`src/rtl/serial_add_ctrl.sv`:
```
// Bit-serial add/subtract controller: one full-adder cell is stepped LSB first
// across WIDTH-bit operands, with valid/ready handshakes on request and result.

module serial_fa_cell (
  input  logic i_a,
  input  logic i_b,
  input  logic i_c,
  output logic o_s,
  output logic o_c
);

  assign o_s = i_a ^ i_b ^ i_c;
  assign o_c = (i_a & i_b) | (i_b & i_c) | (i_c & i_a);

endmodule

module serial_add_ctrl #(
  parameter int WIDTH = 8
) (
  input  logic             clk,
  input  logic             rst_n,
  input  logic             in_valid,
  output logic             in_ready,
  input  logic [WIDTH-1:0] a,
  input  logic [WIDTH-1:0] b,
  input  logic             cin,
  input  logic             sub,
  output logic             out_valid,
  input  logic             out_ready,
  output logic [WIDTH-1:0] sum,
  output logic             cout,
  output logic             ovf,
  output logic             busy
);

  localparam int CW = $clog2(WIDTH);
  localparam logic [CW-1:0] LAST_BIT = CW'(WIDTH - 1);

  typedef enum logic [1:0] {
    IDLE = 2'd0,
    RUN  = 2'd1,
    DONE = 2'd2
  } state_t;

  state_t           r_state;
  logic [WIDTH-1:0] r_a_sr;
  logic [WIDTH-1:0] r_b_sr;
  logic [WIDTH-1:0] r_sum_sr;
  logic             r_carry;
  logic [CW-1:0]    r_bit_cnt;
  logic [WIDTH-1:0] r_sum;
  logic             r_cout;
  logic             r_ovf;
  logic             r_out_valid;
  logic             r_busy;

  logic             w_bit;
  logic             w_carry_nxt;
  logic             w_accept;
  logic [WIDTH-1:0] w_sum_nxt;

  serial_fa_cell u_fa (
    .i_a (r_a_sr[0]),
    .i_b (r_b_sr[0]),
    .i_c (r_carry),
    .o_s (w_bit),
    .o_c (w_carry_nxt)
  );

  // The new bit enters at the MSB, so after WIDTH shifts bit 0 sits at the LSB.
  assign w_sum_nxt = {w_bit, r_sum_sr[WIDTH-1:1]};
  assign in_ready  = (r_state == IDLE) && rst_n;
  assign w_accept  = in_valid && in_ready;

  // NOTE: every register here is written with <= so all of them sample the
  // pre-edge values; a blocking = would let later statements see updated state.
  always_ff @(posedge clk) begin
    if (!rst_n) begin
      r_state     <= IDLE;
      r_a_sr      <= '0;
      r_b_sr      <= '0;
      r_sum_sr    <= '0;
      r_carry     <= 1'b0;
      r_bit_cnt   <= '0;
      r_sum       <= '0;
      r_cout      <= 1'b0;
      r_ovf       <= 1'b0;
      r_out_valid <= 1'b0;
      r_busy      <= 1'b0;
    end else begin
      case (r_state)
        IDLE: begin
          if (w_accept) begin
            // Subtract is A + ~B + 1: invert B and force the carry-in.
            r_a_sr    <= a;
            r_b_sr    <= sub ? ~b : b;
            r_carry   <= sub ? 1'b1 : cin;
            r_sum_sr  <= '0;
            r_bit_cnt <= '0;
            r_busy    <= 1'b1;
            r_state   <= RUN;
          end
        end

        RUN: begin
          r_carry  <= w_carry_nxt;
          r_a_sr   <= r_a_sr >> 1;
          r_b_sr   <= r_b_sr >> 1;
          r_sum_sr <= w_sum_nxt;
          if (r_bit_cnt == LAST_BIT) begin
            // r_carry is the carry into the MSB, w_carry_nxt the carry out of it.
            r_sum       <= w_sum_nxt;
            r_cout      <= w_carry_nxt;
            r_ovf       <= r_carry ^ w_carry_nxt;
            r_out_valid <= 1'b1;
            r_bit_cnt   <= '0;
            r_state     <= DONE;
          end else begin
            r_bit_cnt <= r_bit_cnt + CW'(1);
          end
        end

        DONE: begin
          if (out_ready) begin
            r_out_valid <= 1'b0;
            r_busy      <= 1'b0;
            r_state     <= IDLE;
          end
        end

        default: r_state <= IDLE;
      endcase
    end
  end

  assign out_valid = r_out_valid;
  assign sum       = r_sum;
  assign cout      = r_cout;
  assign ovf       = r_ovf;
  assign busy      = r_busy;

endmodule

```
`config.mk`:
```
export PLATFORM = sky130hd
export DESIGN_NAME = serial_add_ctrl
export DESIGN_NICKNAME = d
export VERILOG_FILES = /design/src/rtl/serial_add_ctrl.sv
export SDC_FILE = /design/constraint.sdc
export NUM_CORES = 1
export LEC_CHECK = 0
export BUFFER_PORTS_ARGS = -buffer_cell sky130_fd_sc_hd__buf_2
export CORE_ASPECT_RATIO = 1.1
export CORE_MARGIN = 2
export CORE_UTILIZATION = 48
export DETAILED_ROUTE_END_ITERATION = 12
export PLACE_DENSITY = 0.74
export SYNTH_ARGS = -nofsm -noshare
export SYNTH_HDL_FRONTEND = slang
export SYNTH_SLANG_ARGS = --single-unit
```
`constraint.sdc`:
```
create_clock -name clk -period 1.6 [get_ports clk]
set_clock_uncertainty 0.1 [all_clocks]
set_input_delay 0.16 -clock clk [delete_from_list [all_inputs] [get_ports clk]]
set_output_delay 0.16 -clock clk [all_outputs]
set_load 0.02 [all_outputs]
```
# == Yosys cells after proc, flatten, opt, wreduce, memory -nomap -nowiden ==
# Cells that the tools add are included.
# totals
regBits,42
inputBits,22
out_inout_bits,13
wordCells,60
# classes
n_addsub,1
eq_ne,6
mux,22
bitwise_logic,9
n_reduce_logical,11
# op_table
cell,n
$pmux 8 s2,3
$mux 8,4
$reduce_and 3->1,3
$not 8->8,1
$mux 2,3
$mux 3,2
$ne 2x2->1 const B,3
$pmux 1 s2,3
$pmux 2 s3,1
$pmux 3 s2,1
$reduce_bool 2->1,3
$mux 1,5
$reduce_and 2->1,2
$add 3x1->3 const B,1
$and 1x1->1,3
$eq 3x3->1 const B,1
$xor 1x1->1,3
$eq 2x1->1 const B,1
$eq 2x2->1 const B,1
$logic_and 1x1->1,2
$logic_not 2->1,1
$or 1x1->1,2

# == Longest topological paths before layout ==
# Gate-level depths: netlist (run 1).
# logic_depth
depth_word,5
depth_mapped,6
depth_no_buf,5

# == Hierarchy ==
# From an unflattened synthesis (run 1), not the netlist that was laid out.
# unflattened
hier_cells,193
area_unflattened_um2,1866.8
# by_module_without_submodules
mod,n_inst,cells_per_inst,area_each_um2,seq_area_each_um2
serial_add_ctrl,1,192,1846.8,820.8
serial_fa_cell,1,1,20.0,0.0

# == Worst setup path after synthesis (run 1) ==
# Ideal clock, no wire load.
# synth_timing
path_kind,reg-to-reg
startpoint,register r_state[0]
endpoint,register r_a_sr[6]
setup_ps,122
arrival_time_ps,1291
t_required_ps,1378
setup_slack_ps,87
stages_incl_launch_ff,6
n_path_buf,2
synth_period_minus_slack_ps,1513
cell_sequence,dfxtp_1 -> nor2b_1 -> buf_6 -> buf_6 -> mux2_4 -> o311a_1
# synth_via
elab_chain_cells,5
word_cells_on_any_way,8
cone_classes,eq/ne (2); mux (1); reduce/logical (5)
# synth_rtl
item,line,rtl
start: declaration,45,state_t r_state;
start signal: assignment,79,r_state <= IDLE;
start signal: assignment,101,r_state <= RUN;
start signal: assignment,117,r_state <= DONE;
$logic_not 2->1,"72, 91",
$logic_and 1x1->1,72,assign in_ready = (r_state == IDLE) && rst_n;
$logic_and 1x1->1,73,assign w_accept = in_valid && in_ready;
$ne 2x2->1 (no source line),--,
$reduce_and 2->1 (no source line),--,
end signal: assignment,107,r_a_sr <= r_a_sr >> 1;
end: declaration,46,logic [WIDTH-1:0] r_a_sr;
# Parallel ways exist; a longest one is shown, timed or not.
# A chain may end at the register's enable or synchronous reset.

# == Worst setup path in the final report (run 1) ==
# layout_timing
startpoint,register r_state[0]
endpoint,register r_a_sr[0]
# Same word-level chain as after synthesis.

==> results of run 1 <==
metrics by stage:
stage	util	setup TNS [ns]	cell area (sq um)
after floorplan	-	0	1777
after global placement	0.5576	0	2006
after detailed placement	0.5576	-0.02473	2006
after CTS	0.5951	0	2141
after global routing	0.6017	0	2165
final	0.6017	0	2165
routing by layer:
| metal | share of wire | GRT usage | vias up |
|---|---|---|---|
| li1 | - | - | 761 |
| met2 | 0.47 | 0.3008 | 40 |
| met3 | 0.043 | 0.05671 | 4 |
| met5 | 0 | 0 | - |
| met1 | 0.48 | 0.2415 | 732 |
| met4 | 0.016 | 0.07181 | 0 |
state kept, by name (all words and copies together), names as in the netlist:
signal	flops
ovf	1
r_state	2
sum	8
cout	1
busy	1
r_sum_sr	7
r_b_sr	8
r_bit_cnt	3
r_a_sr	8
out_valid	1
r_carry	1
cell type report:
class                           instances  area, sq um
Fill cell                             340         1433
Inverter                                2        7.507
Sequential cell                        41        822.0
Multi-Input combinational cell        134        878.3
Tap cell                               50        62.56
Clock buffer                            5        68.82
Clock inverter                          3        65.06
Timing Repair Buffer                   46        260.3
synth_stat cells, types with 2 or more instances:
master,count
a22oi_1,17
xor2_1,8
nor3_1,2
o21ai_0,9
mux2_2,6
ha_1,2
dfxtp_1,41
buf_2,6
nor2b_1,2
a32oi_1,2
buf_6,2
o21bai_1,9
nor2_1,18
clkbuf_1,9
a21oi_1,21
o311a_1,7
nand2_1,20
logic make-up after synthesis:
group	Yosys count	synth area share
flops	41	0.4620
compound gates	68	0.2563
buf+inv	19	0.05281
xor+xnor	9	0.04437
simple gates	46	0.1127
fa+ha+maj	3	0.02535
mux	7	0.04647
what timing repair did:
action | CTS | global route
gates resized for setup | 1 | 3
endpoints found under the setup margin | 1 | 11
setup buffers | 0 | 1
pin swaps | 0 | 2
gates cloned | 0 | 1
placed cells by master, fill, tap and decap left out, drive strengths merged:
| cell | count |
|---|---|
| ha | 2 |
| nand2b | 1 |
| xor2 | 8 |
| dfxtp | 41 |
| bufinv | 2 |
| xnor2 | 1 |
| clkbuf | 5 |
| nor2 | 18 |
| a211oi | 1 |
| a31oi | 1 |
| and3b | 2 |
| nor2b | 2 |
| mux2 | 7 |
| nand3b | 1 |
| nand2 | 20 |
| nor3 | 2 |
| clkinv | 2 |
| a22oi | 17 |
| a2bb2oi | 1 |
| inv | 1 |
| o311a | 7 |
| o21bai | 9 |
| buf | 46 |
| a21oi | 21 |
| and4bb | 1 |
| fa | 1 |
| o21ai | 9 |
| a32oi | 2 |
worst max-delay path: stages (launching register included):
cell and delay [ns]:
dfxtp_2 0.35, nor2b_2 0.15, buf_4 0.18, mux2_2 0.34, o311a_1 0.28
report_power, final:
group          switching [W]  internal [W]  leakage (nW)
clock network       0.000359      0.000620        0.0681
registers          0.0000236       0.00106         0.334
logic               0.000138      0.000128         0.499
total               0.000521       0.00181         0.901
worst max-delay path by stage:
stage	from	endpoint	slack, ns	cells past startpoint
2_1_floorplan	r_state[0]	r_a_sr[6]	0.09	5
3_3_place_gp	r_bit_cnt[0]	ovf	0.09	5
3_5_place_dp	r_bit_cnt[0]	ovf	-0.02	5
4_1_cts	r_state[0]	r_a_sr[0]	0.03	4
5_1_grt	r_bit_cnt[0]	ovf	0.02	5
6_report	r_state[0]	r_a_sr[0]	0.08	4
==> metrics.yaml, run 1 <==
status: "finished, final reports clean"
slew_headroom: 0.6550
synth-seq-cells: 41
hold_viol_final: 0
vdd_ir_drop_max_uv: 620.3
hp-start: "a[7]"
reg2reg_from: "r_state[0]"
synth_top_cell_area_share: 0.4620
reg2regPathDepth: 4
start_util: 0.4939
die_width_um: 62.01
reg2reg_to: "r_a_sr[0]"
power_density_nw_per_um2: 1077
cts_tree: "built"
endpoint_kind: "flip-flop"
diodes: 0
min_to: "r_a_sr[7]"
path_clk_slew_ns: 0.08
grt.overflow.total: 0
min_path_type: "in -> reg"
io_buffers: 34
layoutNonFillerInstCount: 281
area_growth_pct: 21.83
fin_crit_sh: 0.9484
antenna_found_initial: 0
hold_ws_ns: 0.04804
p_leak_nw: 0.9011
vias_per_cell: 5.470
syn_inst: 193
synth_area_leaders: "dfxtp_1 46%, a22oi_1 7.2%, a21oi_1 5.9%"
routedWlPerCell_um: 13.43
cts_buffers: 5
clock.fmax_mhz: 659.0
grtUsageTotal: 0.1902
drtAntennaViolNets: 0
reg2reg_slack_ns: 0.08
worst-setup-path-type: "reg -> reg"
ys.warnings.count: 0
drive_above_1_share: 0.2857
ctsHoldBuffers: 0
wirelength_um: 3773
synth_nets: 218
root_buffer: "clkbuf_8"
synth_cell_type_count: 29
critPathMaxFanout: 8
clockBufferDepth: 2
worst_slew_pin_slew_ns: 0.5171
whs_path_depth: 3
gp_congestion: 0.7796
syn_area_sq_um: 1777
post-route-drc-count: 0
synthArstFlopShare: 0
core.rowCount: 23
drtPass1Iterations: 4
synth_edf_count: 0
syn_area_per_cell_sq_um: 9.206
dieArea_sq_um: 4205
cts.htree.levels: 2
insertion_delay_ns: 0.29
startpoint_type: "flip-flop"
layout_setup_ws_ns: 0.08258
drv_slew: 0
grt_max_degree: 25
ys.flop_type: "dfxtp_1"
rsz0062_at_grt: "no"
dp_cells: 271
cp_data_arrival_time_ns: 1.60
nets: 255
grt_pass1_wl_um: 5858
timing.max_cap.violations: 0
clkSinkCount: 41
fp.dieH_um: 67.81
fin_crit_ns: 1.517
coreArea_sq_um: 3597
synth_area_leader_cell: "dfxtp_1"
setup_viol_count_final: 0
vias: 1537
dpl.hpwl_um: 2455
power_w: 0.002330
pre_cts_slack_ns: -0.02473
yosysSeqAreaShare: 0.4620
io_pins: 35
worstPathRequired_ns: 1.68
grt_pass1_vias: 1298
drt_iter0_drc: 82
Power figures use the tool's default switching activity.
==> run 2, diff against run 1 <==
--- a/config.mk
+++ b/config.mk
@@ -7,7 +7,6 @@
 export LEC_CHECK = 0
 export BUFFER_PORTS_ARGS = -buffer_cell sky130_fd_sc_hd__buf_2
 export CORE_ASPECT_RATIO = 1.1
-export CORE_MARGIN = 2
 export CORE_UTILIZATION = 48
 export DETAILED_ROUTE_END_ITERATION = 12
 export PLACE_DENSITY = 0.74
==> constraint.sdc (replaced) <==
create_clock -name clk -period 1.6 [get_ports clk]
set_clock_uncertainty 0.1 [all_clocks]
set_input_delay 0.16 -clock clk [delete_from_list [all_inputs] [get_ports clk]]
set_output_delay 0.16 -clock clk [all_outputs]
set_load 0.1 [all_outputs]
==> run 2 against run 1 <==
  * Via count is 1.6% lower
  * Critical path type unchanged
  * Largest power group unchanged
  * Critical path depth stayed put
  * Largest cell class unchanged
  * Cell count down 1.4%
  * Combinational power increased by 14%
  * Clock power decreased by 43%
  * Cell area decreased by 2.4%
  * Critical endpoint is now r_a_sr[3]
==> metrics.yaml, run 2 (synthesis gave the netlist of run 1 again) <==
drv_slew: 0
endpoint_kind: "flip-flop"
cts_tree: "built"
worst-setup-path-type: "reg -> reg"
cp_data_arrival_time_ns: 1.69
worstPathRequired_ns: 1.75
whs_path_depth: 4
final_cell_mix: "38 x dfxtp_1, 33 x buf_2, 21 x a21oi_1, 20 x nand2_1, 18 x nor2_1"
grt_pass1_vias: 1305
antenna_found_initial: 0
seqCellArea_sq_um: 827.0
rsz0062_at_grt: "yes"
post_dp_cell_area_sq_um: 2017
path_clk_slew_ns: 0.12
critPathMaxFanout: 8
die_width_um: 60.01
hold_ws_ns: 0.03122
layout_commonest_cell: "dfxtp_1"
grt_use_met3: 0.05871
io_pins: 35
cts_buffers: 5
clock.fmax_mhz: 648.8
wirelength_um: 3688
min_path_type: "in -> reg"
slew_headroom: 0.6560
fill_cells: 313
core.rowCount: 22
worst_slew_pin_slew_ns: 0.5157
root_buffer: "clkbuf_4"
grt_max_degree: 35
post-route-drc-count: 0
grt.overflow.total: 0
io_buffers: 34
fin_crit_sh: 0.9633
clkSinkCount: 41
power_density_nw_per_um2: 922.0
clockBufferDepth: 2
vdd_ir_drop_max_uv: 449.3
vias_per_cell: 5.458
dpl.hpwl_um: 2466
fin_tns_setup_ns: 0
hold_viol_final: 0
final_area_sq_um: 2113
drtPass1Iterations: 4
coreArea_sq_um: 3441
drtAntennaViolNets: 0
pre_cts_slack_ns: -0.008786
reg2regPathDepth: 4
fin_crit_ns: 1.541
area_growth_pct: 18.94
gp_congestion: 0.7233
multi_input_area_sq_um: 878.3
grt.busiest_layer: "met2"
startpoint_type: "flip-flop"
diodes: 0
grt_pass1_wl_um: 6078
grtUsageMet1: 0.2866
cts.htree.levels: 2
dieArea_sq_um: 3949
grtUsageTotal: 0.2089
status: "finished, final reports clean"
nets: 253
layout_setup_ws_ns: 0.05872
timing.max_cap.violations: 0
vias: 1512
routedWlPerCell_um: 13.31
drive_above_1_share: 0.2926
final_util: 0.6142
setup_viol_count_final: 0
p_leak_nw: 0.8704
drt_iter0_drc: 120
insertion_delay_ns: 0.35
met2_usage: 0.3167
start_util: 0.5164
fp.dieH_um: 65.81
## run 2: cell types whose count changed in the layout (fill, tap and decap cells not counted), moves of 2 or more
cell / change
buf_4: -3
bufinv_16: -2
clkbuf_4: +5
clkbuf_8: -4
dfxtp_1: -2
## run 2: repair_timing
action,in CTS,in global routing
hold buffers,1,0
buffers inserted,1,1
setup endpoints to repair,5,22
endpoints found under the hold margin,1,0
pin swaps,1,1
resized for setup,3,3
## run 2: per-stage QoR
| stage | total power [W] | instances |
|---|---|---|
| 5_1_grt | 0.002046 | 277 |
| 6_report | 0.001948 | 277 |
| 4_1_cts | 0.001963 | 276 |
| 3_3_place_gp | 0.001403 | 267 |
| 3_5_place_dp | 0.001407 | 267 |
| 2_1_floorplan | 0.001326 | 193 |
## run 2: worst paths after layout
kind / from / endpoint / slack, ns
min reg2reg: sum[7] / sum[7] / 0.36
max reg2reg: r_state[0] / r_a_sr[3] / 0.06
min: out_ready / busy / 0.03
max: r_state[0] / r_a_sr[3] / 0.06
## run 2: final cells by class
type,count,share of cell area
multi-input cells,133,0.4156
clock inverters,2,0.006513
flip-flops and latches,41,0.3914
clock buffers,6,0.02427
well taps,48,0.02842
repair buffers,45,0.1297
inverters,2,0.004144
## run 2: where the power goes
part	internal [W]	total, W	switching, W
Sequential	0.00106	0.00109	0.0000258
Combinational	0.000135	0.000303	0.000168
Clock	0.000214	0.000557	0.000342
## run 2: worst max-delay path, cell delays in order (launching register included)
cell and delay (ns):
dfxtp_4 0.40, nor2b_1 0.13, buf_4 0.18, mux2_2 0.34, o311a_1 0.29
## run 2: layer usage
metal	part of all wire	wire length (um)	vias up
met5	0	0	-
met4	0.0098	36	0
met3	0.039	142	5
met2	0.48	1786	34
met1	0.47	1723	717
li1	-	-	756
==> run 3, diff against run 2 <==
--- a/config.mk
+++ b/config.mk
@@ -9,6 +9,7 @@
 export CORE_ASPECT_RATIO = 1.1
 export CORE_UTILIZATION = 48
 export DETAILED_ROUTE_END_ITERATION = 12
+export HOLD_SLACK_MARGIN = 0.1
 export PLACE_DENSITY = 0.74
 export SYNTH_ARGS = -nofsm -noshare
 export SYNTH_HDL_FRONTEND = slang
==> run 3 against run 2 <==
  * Routed wire length increased by 10%
  * Combinational power is 13% higher
  * Setup slack lost 0.012 ns
  * Non-clock buffer count rose by 16
  * Hold slack improved by 0.081 ns
  * Cell count grew 6.1%
  * Fmax fell by 0.77%
  * Sequential power is essentially flat
  * Cell area rose by 8.5%
  * Die area did not move
  * Global-route usage is 1.2 points higher
  * Power up 2.6%
==> metrics.yaml, run 3 (synthesis gave the netlist of run 1 again) <==
gp_congestion: 0.7233
start_util: 0.5164
root_buffer: "clkbuf_4"
status: "finished, final reports clean"
hold_viol_final: 0
antenna_found_initial: 0
vias_per_cell: 5.418
routedWlPerCell_um: 13.80
drt_iter0_drc: 126
nets: 270
vias: 1593
cpMaxStageDelayCell: "dfxtp_4"
power_frac_seq: 0.545
p_comb_frac: 0.172
cts_tree: "built"
net-switching-power_w: 0.0005553
worst_slew_pin_slew_ns: 0.5303
slew_headroom: 0.6462
startpoint_type: "flip-flop"
fin_crit_ns: 1.553
grtUsageTotal: 0.2208
endpoint_kind: "flip-flop"
cts.htree.levels: 2
worstPathRequired_ns: 1.76
fin_crit_sh: 0.9707
die_width_um: 60.01
dieArea_sq_um: 3949
cts_buffers: 5
grt_pass1_wl_um: 6479
coreArea_sq_um: 3441
diodes: 0
p_clk_frac: 0.283
setup_viol_count_final: 0
grt_pass1_vias: 1458
core.rowCount: 22
wirelength_um: 4056
drive_above_1_share: 0.2805
io_buffers: 34
grt.overflow.total: 0
clockBufferDepth: 2
vdd_ir_drop_max_uv: 455.7
clkSinkCount: 41
cp_data_arrival_time_ns: 1.71
rsz0062_at_grt: "no"
power_density_nw_per_um2: 871.5
drtPass1Iterations: 4
timing.max_cap.violations: 0
min_path_type: "in -> reg"
io_pins: 35
p_leak_nw: 0.9525
area_growth_pct: 29.08
critPathMaxFanout: 9
insertion_delay_ns: 0.35
intPower_w: 0.001443
drv_slew: 0
path_cells: "nor2b_2 > buf_6 > mux2_2 > o311a_1"
hold_ws_ns: 0.1123
switching_share: 0.2778
final_cell_mix: "39 x dfxtp_1, 33 x buf_2, 21 x a21oi_1, 20 x nand2_1, 18 x nor2_1"
dpl.hpwl_um: 2466
drtAntennaViolNets: 0
post-route-drc-count: 0
fp.dieH_um: 65.81
max_stage_delay_ns: 0.42
layout_commonest_cell: "dfxtp_1"
final_util: 0.6665
worst-setup-path-type: "reg -> reg"
path_clk_slew_ns: 0.12
clock.fmax_mhz: 643.8
grt_max_degree: 35
## run 3: changes by cell type in the layout (fill, tap and decap cells not counted), sizes merged
cell         delta
and3b           +1
buf             +1
dlygate4sd3    +15
## run 3: repair_timing
item | in CTS | in global routing
hold buffers | 16 | 0
hold endpoints to repair | 17 | 0
buffers inserted | 1 | 2
setup endpoints to repair | 5 | 23
cloned | 0 | 1
pin swaps | 1 | 1
gates resized for setup | 3 | 7
## run 3: worst paths after layout
check                                 end  startpoint  slack, ns  cells after the start
worst max-delay path            r_a_sr[2]  r_state[0]       0.05                      4
worst max register to register  r_a_sr[2]  r_state[0]       0.05                      4
worst min register to register     sum[7]      sum[7]       0.36                      2
worst min-delay path            r_b_sr[2]        b[2]       0.11                      4
## run 3: per-stage QoR
stage / setup TNS [ns] / instances / instance area, sq um / worst slack (ns) / power (W)
floorplan: -0.01521 / 193 / 1810 / -0.01521 / 0.001326
global placement: 0 / 267 / 2017 / 0.01077 / 0.001403
detailed placement: -0.01129 / 267 / 2017 / -0.008786 / 0.001407
CTS: 0 / 291 / 2248 / 0.04165 / 0.001991
global route: 0 / 294 / 2293 / 0.007641 / 0.002087
finish: 0 / 294 / 2293 / 0.04681 / 0.001999
## run 3: layout make-up
| type | instances | area (sq um) |
|---|---|---|
| inverter | 2 | 8.758 |
| clock buffer | 6 | 51.30 |
| clock inverter | 2 | 13.76 |
| sequential | 41 | 825.8 |
| tap | 48 | 60.06 |
| multi-input combinational | 134 | 898.4 |
| fill | 281 | 1147 |
| timing repair buffer | 61 | 435.4 |
## run 3: critical path: cells and delay by family, from the launching register on
| family | cells | cell delay [ns] |
|---|---|---|
| buf+inv | 1 | 0.15 |
| simple gates | 1 | 0.16 |
| compound gates | 1 | 0.28 |
| mux | 1 | 0.35 |
| flops | 1 | 0.42 |
## run 3: layer usage
metal	share of wire	track usage	up-vias
met5	0	0	-
met4	0.020	0.08721	0
met3	0.040	0.05871	9
met2	0.47	0.3542	44
met1	0.46	0.2783	752
li1	-	-	788
## run 3: power groups by stage
stage	registers (W)	logic [W]	clock network (W)
2_1_floorplan	0.00112	0.000205	0
3_3_place_gp	0.00111	0.000295	0
3_5_place_dp	0.00111	0.000298	0
4_1_cts	0.00109	0.000329	0.000573
5_1_grt	0.00110	0.000372	0.000620
6_report	0.00109	0.000343	0.000566
